==> src/rtl/mult8_seq_pkg.sv <==
// Shared types and step tables for the sequenced 8x8 multiplier controller.
package mult8_seq_pkg;

  typedef enum logic [1:0] {
    ST_IDLE = 2'd0,
    ST_STEP = 2'd1,
    ST_DONE = 2'd2
  } state_e;

  localparam int NUM_STEPS = 4;

  typedef logic [NUM_STEPS-1:0] step_mask_t;
  typedef logic [1:0]           step_idx_t;

  // Which nibble of each operand feeds the core for a given step
  typedef struct packed {
    logic a_hi;
    logic b_hi;
  } step_sel_t;

  function automatic step_sel_t step_sel(input step_idx_t idx);
    step_sel_t s;
    s.a_hi = idx[1];
    s.b_hi = idx[0];
    return s;
  endfunction

  // Left shift in units of HALF bits: {0, HALF, HALF, WIDTH}
  function automatic logic [1:0] step_shift_units(input step_idx_t idx);
    case (idx)
      2'd0:    return 2'd0;
      2'd3:    return 2'd2;
      default: return 2'd1;
    endcase
  endfunction

  // Lowest pending step; steps are always visited in ascending order
  function automatic step_idx_t first_step(input step_mask_t m);
    step_idx_t r;
    r = '0;
    for (int i = NUM_STEPS - 1; i >= 0; i--) begin
      if (m[i]) r = step_idx_t'(i);
    end
    return r;
  endfunction

endpackage

==> src/rtl/mult8_seq_ctrl_core.sv <==
// Combinational HALF x HALF unsigned multiplier shared by all steps.
module mult4_core #(
  parameter int HALF = 4
) (
  input  logic [HALF-1:0]   x_i,
  input  logic [HALF-1:0]   y_i,
  output logic [2*HALF-1:0] prod_o
);

  assign prod_o = (2*HALF)'(x_i) * (2*HALF)'(y_i);

endmodule

==> src/rtl/mult8_seq_ctrl.sv <==
// Sequenced WIDTH x WIDTH multiplier time-sharing one HALF x HALF core.
// Optional MULT8_SEQ_ZERO_SKIP_EN skips steps whose nibble pair contains a zero.
module mult8_seq_ctrl
  import mult8_seq_pkg::*;
#(
  parameter int WIDTH  = 8,
  parameter int PROD_W = 2 * WIDTH
) (
  input  logic              clk,
  input  logic              rst,
  input  logic              in_valid,
  output logic              in_ready,
  input  logic [WIDTH-1:0]  a,
  input  logic [WIDTH-1:0]  b,
  output logic              out_valid,
  input  logic              out_ready,
  output logic [PROD_W-1:0] p,
  output logic              busy
);

  localparam int HALF = WIDTH / 2;

  state_e             state_q, state_d;
  logic [WIDTH-1:0]   a_q, a_d;
  logic [WIDTH-1:0]   b_q, b_d;
  logic [PROD_W-1:0]  acc_q, acc_d;
  logic [PROD_W-1:0]  p_q, p_d;
  step_mask_t         mask_q, mask_d;

  step_mask_t         accept_mask;
  step_mask_t         rem_mask;
  step_idx_t          idx;
  step_sel_t          sel;
  logic [HALF-1:0]    core_x, core_y;
  logic [2*HALF-1:0]  pp;
  logic [PROD_W-1:0]  pp_ext;
  logic [PROD_W-1:0]  term;
  logic [PROD_W-1:0]  acc_sum;

`ifdef MULT8_SEQ_ZERO_SKIP_EN
  logic a_lo_nz, a_hi_nz, b_lo_nz, b_hi_nz;

  assign a_lo_nz = |a[HALF-1:0];
  assign a_hi_nz = |a[WIDTH-1:HALF];
  assign b_lo_nz = |b[HALF-1:0];
  assign b_hi_nz = |b[WIDTH-1:HALF];

  assign accept_mask = {a_hi_nz & b_hi_nz, a_hi_nz & b_lo_nz,
                        a_lo_nz & b_hi_nz, a_lo_nz & b_lo_nz};
`else
  assign accept_mask = '1;
`endif

  // Core operands come only from the latched registers, never the ports
  assign idx    = first_step(mask_q);
  assign sel    = step_sel(idx);
  assign core_x = sel.a_hi ? a_q[WIDTH-1:HALF] : a_q[HALF-1:0];
  assign core_y = sel.b_hi ? b_q[WIDTH-1:HALF] : b_q[HALF-1:0];

  mult4_core #(
    .HALF (HALF)
  ) u_core (
    .x_i    (core_x),
    .y_i    (core_y),
    .prod_o (pp)
  );

  assign pp_ext = PROD_W'(pp);

  always_comb begin
    case (step_shift_units(idx))
      2'd0:    term = pp_ext;
      2'd1:    term = pp_ext << HALF;
      default: term = pp_ext << WIDTH;
    endcase
  end

  assign acc_sum  = acc_q + term;
  assign rem_mask = mask_q & ~(step_mask_t'(1) << idx);

  always_comb begin
    state_d = state_q;
    a_d     = a_q;
    b_d     = b_q;
    acc_d   = acc_q;
    p_d     = p_q;
    mask_d  = mask_q;
    case (state_q)
      ST_IDLE: begin
        if (in_valid) begin
          a_d    = a;
          b_d    = b;
          acc_d  = '0;
          mask_d = accept_mask;
          if (accept_mask == '0) begin
            p_d     = '0;
            state_d = ST_DONE;
          end else begin
            state_d = ST_STEP;
          end
        end
      end
      ST_STEP: begin
        acc_d  = acc_sum;
        mask_d = rem_mask;
        // The last pending step writes the product directly
        if (rem_mask == '0) begin
          p_d     = acc_sum;
          state_d = ST_DONE;
        end
      end
      ST_DONE: begin
        if (out_ready) state_d = ST_IDLE;
      end
      default: state_d = ST_IDLE;
    endcase
  end

  always_ff @(posedge clk or posedge rst) begin
    if (rst) begin
      state_q <= ST_IDLE;
      a_q     <= '0;
      b_q     <= '0;
      acc_q   <= '0;
      p_q     <= '0;
      mask_q  <= '0;
    end else begin
      state_q <= state_d;
      a_q     <= a_d;
      b_q     <= b_d;
      acc_q   <= acc_d;
      p_q     <= p_d;
      mask_q  <= mask_d;
    end
  end

  assign in_ready  = (state_q == ST_IDLE);
  assign out_valid = (state_q == ST_DONE);
  assign busy      = (state_q != ST_IDLE);
  assign p         = p_q;

endmodule

==> config.mk <==
export PLATFORM = sky130hd
export DESIGN_NAME = mult8_seq_ctrl
export DESIGN_NICKNAME = d
export VERILOG_FILES = /design/src/rtl/mult8_seq_pkg.sv /design/src/rtl/mult8_seq_ctrl_core.sv /design/src/rtl/mult8_seq_ctrl.sv
export SDC_FILE = /design/constraint.sdc
export NUM_CORES = 1
export LEC_CHECK = 0
export CORE_ASPECT_RATIO = 0.9
export CORE_MARGIN = 5
export CORE_UTILIZATION = 40
export CTS_CLUSTER_SIZE = 8
export DETAILED_ROUTE_END_ITERATION = 8
export PLACE_DENSITY = 0.62
export RECOVER_POWER = 100
export SLEW_MARGIN = 20
export SYNTH_ARGS = -nofsm -noshare
export SYNTH_HDL_FRONTEND = slang
export SYNTH_SLANG_ARGS = --single-unit
==> constraint.sdc <==
create_clock -name clk -period 6.9 [get_ports clk]
set_clock_uncertainty 0.05 [all_clocks]
set_input_delay 0.69 -clock clk [delete_from_list [all_inputs] [get_ports clk]]
set_output_delay 0.69 -clock clk [all_outputs]
set_load 0.02 [all_outputs]
==> metrics.log, run 1 <==
[metrics] I/O pin count: 39
[metrics] Worst setup SP type: register
[metrics] #FFs+latches synth: 54
[metrics] CTS clock-pin slew for the worst setup and hold paths: 0.10 ns
[metrics] DP Cell Count: 573
[metrics] normalized max-slew margin: -0.928
[metrics] number of DRC violations after detailed-routing iteration 0: 106
[metrics] path depth of the worst reg2reg path: 22
[metrics] beginning of the worst register-to-register path: mask_q[2]$_DFFE_PP0P_
[metrics] clock latency on the worst-skew pair: ~0.30 ns
[metrics] leading cell types by total area after synthesis: dfrtp_1, ha_1, nand2_1
[metrics] CP max stage delay: ~0.57 ns
[metrics] number of cells on the critical path: 22
[metrics] final setup violation count: 0
[metrics] die boundary height: 101 um
[metrics] class of the tightest hold or removal check: reg2reg
[metrics] Worst R2R Setup Slack: 0.72 ns
[metrics] root cell of the clock tree: clkbuf_8
[metrics] routed via count divided by cell count: 5.28
[metrics] first drt pass iteration count: 4
[metrics] Total Nets Final: 513
[metrics] routing usage on met2: 0.256
[metrics] library cell with the largest summed area after synthesis: dfrtp_1
[metrics] series of cell instances along the critical path: nand2b_1 -> a21oi_1 -> mux2i_1 -> or2_2 -> fa_1 -> inv_1 -> fa_1 -> inv_1 -> fa_1 -> inv_1 -> a21o_1 -> a21oi_1 -> xnor2_1 -> a22oi_1 -> nor2_1 -> ha_1 -> a21oi_1 -> o211ai_2 -> a2111oi_4 -> nor2_2 -> xor3_1 -> mux2_2
[metrics] hold bufs inserted after CTS: 0
[metrics] net count after synthesis: 480
[metrics] detailed-route via count: 3,062
[metrics] netlist area before placement: roughly 3700 um^2
[metrics] largest net degree at the start of global routing: 55
[metrics] Non-Filler Cell Area, Final: between 4000 and 5000 um^2
[metrics] Antenna Diode Count: 0
[metrics] critical path data required time: 7.05 ns
[metrics] Worst Hold Launch: a_q[6]$_DFFE_PP0P_
[metrics] cell area after placement: 4200 um^2
[metrics] Setup Buffers After CTS: 0
[metrics] maximum buffer depth of the clock tree: 2
[metrics] via count of the first global-routing pass: 3,017
[metrics] mean area per synthesized cell: 8.69 um^2
[metrics] setup TNS: 0 ns
[metrics] worst slew pin tran: 2.89 ns
[metrics] endpoint kind of the worst setup timing path: register
[metrics] violated checks: capacitance limit, slew limit
[metrics] drt total wl: roughly 8400 um
[metrics] width of the die: 111 um
[metrics] most frequent cell after synthesis: nand2_1
[metrics] Post-Syn Instances: 425
[metrics] RSZ-0062 raised after global routing: no
[metrics] final slew viol count: 90
[metrics] share of the cycle needed by the critical path after routing: 0.895
[metrics] detailed placer's ending HPWL: 6330 um
[metrics] fraction of layout instances using a drive strength above 1: 0.0437
[metrics] CTS sink cnt: 54
[metrics] number of hold violations in the final report: 0
[metrics] global routing's busiest layer: met2
[metrics] Max Fclk: 162 MHz
[metrics] status: finished with violations
[metrics] number of standard cells in the final layout excluding fillers: 580
[metrics] type of the worst setup path: reg2reg
[metrics] start point of the critical path: mask_q[2]$_DFFE_PP0P_
[metrics] GRT Resource Usage Total: 0.152
[metrics] worst r2r dst: p[15]$_DFFE_PP0P_
[metrics] Post-synth EDFFs: 0
[metrics] Final min period: between 6 and 7 ns
[metrics] number of buffers created by CTS: 5
[metrics] std cell rows: 33
[metrics] Gates resized, CTS repair: 0
[metrics] Residual DRC: 0
[metrics] first-pass GRT wire length: 14,300 um
[metrics] number of warnings printed during yosys synthesis: 0
[metrics] crit path buf inv count: 3
[metrics] worst-path maximum fanout: 6
[metrics] GRT met1 Usage: 0.209
[metrics] antenna violations before repair: 0
[metrics] Port-buffer cells: 38
[metrics] area of the die: ~11,000 um^2
[metrics] cell family with the largest share of critical-path delay: adder cells
[metrics] Synth cell types: 61
[metrics] Core Box Area: 9080 um^2
[metrics] proportion of netlist area held by the largest area contributor: 0.366
[metrics] global placer's final weighted congestion: 0.908
[metrics] final antenna-violating net count: 0
[metrics] post-synthesis to final-layout area growth: 15.4%
[metrics] maximum level of the CTS H-tree: 2
[metrics] Slowest cell on crit path: fa_1
[metrics] post-synthesis async set-or-reset flop share: 1.00
[metrics] CTS tree: yes
[metrics] arrival time worst endpoint: around 6.3 ns
[metrics] M3 GR Usage: 0.0305
[metrics] post-synthesis sequential area ratio: 0.366
[metrics] routed wire length per instance: 14.4 um
[metrics] worst hold margin: 0.429 ns
[metrics] number of violations of the max-capacitance limit: 2
[metrics] Congestion Overflow GR: 0
[metrics] ys flop type: dfrtp_1
[metrics] Starting Density: 0.407
[metrics] CP endpoint: p[15]$_DFFE_PP0P_
[metrics] top cell types by occurrence after synthesis: nand2_1, dfrtp_1, ha_1, nor2_1, o21ai_0
[worst reg2reg max path: stages, from the launching register on]
cell	delay, ns
dfrtp_1	0.41
nand2b_1	0.15
a21oi_1	0.54
mux2i_1	0.26
or2_2	0.37
fa_1	0.55
inv_1	0.06
fa_1	0.57
inv_1	0.07
fa_1	0.46
inv_1	0.08
a21o_1	0.12
a21oi_1	0.07
xnor2_1	0.24
a22oi_1	0.11
nor2_1	0.12
ha_1	0.28
a21oi_1	0.25
o211ai_2	0.19
a2111oi_4	0.40
nor2_2	0.09
xor3_1	0.36
mux2_2	0.27
[cell usage in the layout, fill, tap and decap left out, types with 5 or more instances in the layout]
cell type	n
mux2i_1	12
xnor2_1	8
a21oi_1	25
nand2_1	79
clkbuf_8	5
clkdlybuf4s50_1	17
dfrtp_1	54
o21ai_0	30
fa_1	5
a21o_1	5
dlygate4sd3_1	21
nor2b_1	9
nand2b_1	5
inv_1	22
ha_1	30
nor2_1	30
nand3_1	18
[through the flow]
step,util,setup WS (ns)
CTS,0.471,0.983
global placement,0.462,1.27
global route,0.469,0.332
detailed placement,0.462,1.03
floorplan,-,1.54
finish,0.469,0.722
[how the worst min path moves through the flow]
stage,endpoint,slack [ns],cells past startpoint
5_1_grt,p[1]$_DFFE_PP0P_,0.47,2
6_report,a_q[6]$_DFFE_PP0P_,0.43,2
4_1_cts,a_q[6]$_DFFE_PP0P_,0.44,2
3_3_place_gp,a_q[5]$_DFFE_PP0P_,0.41,2
2_1_floorplan,a_q[0]$_DFFE_PP0P_,0.39,2
3_5_place_dp,a_q[6]$_DFFE_PP0P_,0.41,2
[per-layer routing]
layer,part of all wire,up-vias
li1,-,1542
met2,0.46,60
met3,0.028,8
met1,0.50,1452
met4,0.0088,0
met5,0,-
[sequential cells by signal (all words and copies together) (netlist names)]
register and count:
a_q 8, acc_q 16, b_q 8, mask_q 4
p 16, state_q 2
[layout make-up]
type,instances,area (um^2)
Inverter,23,86.3
Timing Repair Buffer,43,407
Clock buffer,5,68.8
Sequential cell,54,1350
Multi-Input combinational cell,331,2180
Fill cell,931,4820
Tap cell,122,153
Clock inverter,2,13.8
[kinds of logic (layout without fill, tap and decap cells)]
group / Yosys count / in the layout / synth area share
adder cells (fa/ha/maj): 35 / 35 / 0.129
buffers and inverters: 40 / 73 / 0.0420
AO/OA/AOI/OAI: 99 / 99 / 0.177
AND/OR/NAND/NOR: 170 / 170 / 0.212
flip-flops: 54 / 54 / 0.366
multiplexers: 15 / 15 / 0.0417
XOR/XNOR: 12 / 12 / 0.0325
Power of run 1 is left out: the tool's default activity adds up to more than one toggle a clock period on the data nets, which glitch-free logic cannot reach.
==> run 2, diff against run 1 <==
ABC_AREA = 1   (was default)
CTS_CLUSTER_DIAMETER = 80   (was default)
==> run 2 against run 1 <==
Net effect:
- the flow still finishes with violations (capacitance limit, slew limit)
- worst setup slack better by 1.1 ns
- register-to-register slack gained 1.1 ns
- via count is 3.5% higher
- critical endpoint is now acc_q[10]$_DFFE_PP0P_
- highest routed layer unchanged
==> metrics.log, run 2 <==
[metrics] detailed-route via count: 3,170 (+3.5%)
[metrics] sequential cell area: 1350 um^2 (unchanged)
[metrics] Starting Density: 0.407 (+0.000689)
[metrics] most frequent cell after synthesis: nand2_1
[metrics] number of hold violations in the final report: 0 (unchanged)
[metrics] Gates resized, CTS repair: 0 (unchanged)
[metrics] CTS tree: yes
[metrics] routed via count divided by cell count: 4.91 (-7.0%)
[metrics] Final min period: 5.09 ns (-1.09 ns)
[metrics] ys flop type: dfrtp_1
[metrics] Core Box Area: 9080 um^2 (unchanged)
[metrics] first-pass GRT wire length: 14,700 um (+3.4%)
[metrics] I/O pin count: 39 (unchanged)
[metrics] commonest non-fill, non-tap cell in the layout: nand2_1
[metrics] library cell with the largest summed area after synthesis: dfrtp_1
[metrics] RSZ-0062 raised after global routing: no
[metrics] maximum level of the CTS H-tree: 2 (unchanged)
[metrics] antenna violations before repair: 0 (unchanged)
[metrics] start point of the critical path: mask_q[0]$_DFFE_PP0P_
[metrics] number of DRC violations after detailed-routing iteration 0: 125 (+18%)
[metrics] top cell types by occurrence after synthesis: nand2_1, inv_1, dfrtp_1, nor2_1
[metrics] worst r2r dst: acc_q[10]$_DFFE_PP0P_
[metrics] root cell of the clock tree: clkbuf_8
[metrics] series of cell instances along the critical path: nor3_1 -> inv_1 -> o21ai_0 -> nand2_1 -> fa_1 -> inv_1 -> fa_1 -> ha_1 -> nand2_1 -> nand2_1 -> and2_0 -> xnor2_1 -> o22ai_1 -> ha_1 -> a21oi_1 -> inv_1 -> a21oi_1 -> inv_1 -> nand2_1 -> nand2_1 -> nand2_1 -> nand2_1 -> nand2_1 -> nand2_1
[metrics] largest net degree at the start of global routing: 55 (unchanged)
[metrics] CTS clock-pin slew for the worst setup and hold paths: 0.11 ns (about the same)
[metrics] Worst setup SP type: register
[metrics] width of the die: 111 um (about the same)
[metrics] via count of the first global-routing pass: 3,259 (+8.0%)
[metrics] CTS sink cnt: 54 (unchanged)
[metrics] number of buffers created by CTS: 5 (unchanged)
[metrics] proportion of netlist area held by the largest area contributor: 0.365 (-0.000619)
[metrics] FILL cells: 940 (+0.97%)
[metrics] class of the tightest hold or removal check: reg2reg
[metrics] worst slew pin tran: 2.90 ns (+0.00814 ns)
[metrics] CP max stage delay: 0.50 ns (-0.07 ns)
[metrics] clock latency on the worst-skew pair: 0.32 ns (+0.02 ns)
[metrics] routed wire length per instance: 12.8 um (-11%)
[metrics] number of cells on the critical path: 24 (+9.1%)
[metrics] fraction of layout instances using a drive strength above 1: 0.0458 (+0.00213)
[metrics] worst-path maximum fanout: 7 (+1)
[metrics] maximum buffer depth of the clock tree: 2 (unchanged)
[metrics] first drt pass iteration count: 7 (+3)
[metrics] hold bufs inserted after CTS: 0 (unchanged)
[metrics] type of the worst setup path: reg2reg
[metrics] GRT Resource Usage Total: 0.158 (+0.00611)
[metrics] Setup Buffers After CTS: 0 (unchanged)
[metrics] Post-synth EDFFs: 0 (unchanged)
[metrics] global placer's final weighted congestion: 0.872 (-4.1%)
[metrics] cell family with the largest share of critical-path delay: adder cells
[metrics] Slowest cell on crit path: fa_1
[metrics] net count after synthesis: 540 (+13%)
[metrics] share of the cycle needed by the critical path after routing: 0.737 (-0.158)
[metrics] Worst R2R Setup Slack: 1.81 ns (+1.09 ns)
[metrics] status: finished with violations
[metrics] normalized max-slew margin: -0.933 (-0.00542)
[metrics] drt total wl: 8300 um (-0.96%)
[metrics] #FFs+latches synth: 54 (unchanged)
[metrics] Congestion Overflow GR: 0 (unchanged)
[metrics] Residual DRC: 0 (unchanged)
[metrics] CP endpoint: acc_q[10]$_DFFE_PP0P_
[metrics] setup TNS: 0 ns (unchanged)
[metrics] Antenna Diode Count: 0 (unchanged)
[metrics] final antenna-violating net count: 0 (unchanged)
[metrics] post-synthesis sequential area ratio: 0.365 (-0.000619)
[metrics] area of the die: 11,300 um^2 (+0.16%)
[metrics] netlist area before placement: 3700 um^2 (+0.17%)
[metrics] Most common cell on crit path: nand2_1
[metrics] die boundary height: 101 um (about the same)
[metrics] Total Nets Final: 578 (+13%)
[metrics] beginning of the worst register-to-register path: mask_q[0]$_DFFE_PP0P_
[metrics] violated checks: capacitance limit, slew limit
[metrics] detailed placer's ending HPWL: 6350 um (+0.32%)
[metrics] final slew viol count: 55 (-39%)
[metrics] Synth cell types: 39 (-36%)
[metrics] crit path buf inv count: 4 (+1)
[metrics] mean area per synthesized cell: 7.63 um^2 (-12%)
[metrics] endpoint kind of the worst setup timing path: register
[metrics] path depth of the worst reg2reg path: 24 (+9.1%)
[metrics] multi-input logic area: 1960 um^2 (-10%)
[metrics] critical path data required time: 7.06 ns (about the same)
[metrics] commonest cells after routing, fill and taps aside: nand2_1, inv_1, dfrtp_1
[metrics] number of violations of the max-capacitance limit: 1 (-1)
[metrics] leading cell types by total area after synthesis: dfrtp_1, nand2_1, ha_1
[metrics] post-synthesis to final-layout area growth: 14.1%
[metrics] Post-Syn Instances: 485 (+14%)
[metrics] number of warnings printed during yosys synthesis: 0 (unchanged)
[metrics] Port-buffer cells: 38 (unchanged)
[metrics] post-synthesis async set-or-reset flop share: 1.00 (unchanged)
[metrics] final setup violation count: 0 (unchanged)
[metrics] std cell rows: 33 (unchanged)
[metrics] arrival time worst endpoint: 5.24 ns (-1.09 ns)
[metrics] Max Fclk: 197 MHz (+21%)
-- run 2: worst min path at each step --
stage                             from                 end  slack (ns)  cells after the start
floorplan           a_q[3]$_DFFE_PP0P_  a_q[3]$_DFFE_PP0P_        0.40                      2
global placement      p[0]$_DFFE_PP0P_    p[0]$_DFFE_PP0P_        0.41                      2
detailed placement   p[10]$_DFFE_PP0P_   p[10]$_DFFE_PP0P_        0.41                      2
CTS                  p[11]$_DFFE_PP0P_   p[11]$_DFFE_PP0P_        0.44                      2
global route          p[0]$_DFFE_PP0P_    p[0]$_DFFE_PP0P_        0.47                      2
finish               p[10]$_DFFE_PP0P_   p[10]$_DFFE_PP0P_        0.43                      2
-- run 2: tightest hold or removal path: stages, from the launching register on --
cell and delay [ns]:
dfrtp_1 0.35, nand2_1 0.05, nand2_1 0.05
-- run 2: layout make-up --
| cell class | count | share of cell area |
|---|---|---|
| clock buffers | 5 | 0.0163 |
| clock inverters | 3 | 0.0104 |
| inverters | 69 | 0.0620 |
| multi-input cells | 354 | 0.464 |
| flip-flops and latches | 54 | 0.320 |
| well taps | 122 | 0.0362 |
| repair buffers | 39 | 0.0910 |
-- run 2: cells by family after synthesis --
group | Yosys count | synth area share
AOI/OAI and AO/OA | 67 | 0.109
xor gates and xnor gates | 6 | 0.0142
adders and majority gates | 35 | 0.129
buffers and inverters | 77 | 0.0900
DFF | 54 | 0.365
muxes | 1 | 0.00271
and+or+nand+nor | 245 | 0.290
-- run 2: routing by layer --
metal	GRT usage	wire length, um	up-vias
met5	0	0	-
met4	0.0384	82	0
met3	0.0287	296	7
met2	0.275	3770	68
met1	0.208	4150	1473
li1	-	-	1622
-- run 2: metrics by stage --
step	cell area (um^2)	utilization	instances	hold WS (ns)	worst slack, ns
detailed placement	4170	0.459	638	0.415	2.19
CTS	4280	0.472	646	0.441	2.17
global placement	4170	0.459	638	0.415	2.31
global route	4220	0.465	646	0.466	1.19
floorplan	3700	-	485	0.398	2.54
finish	4220	0.465	646	0.431	1.81
Power of run 2 is left out for the same reason.
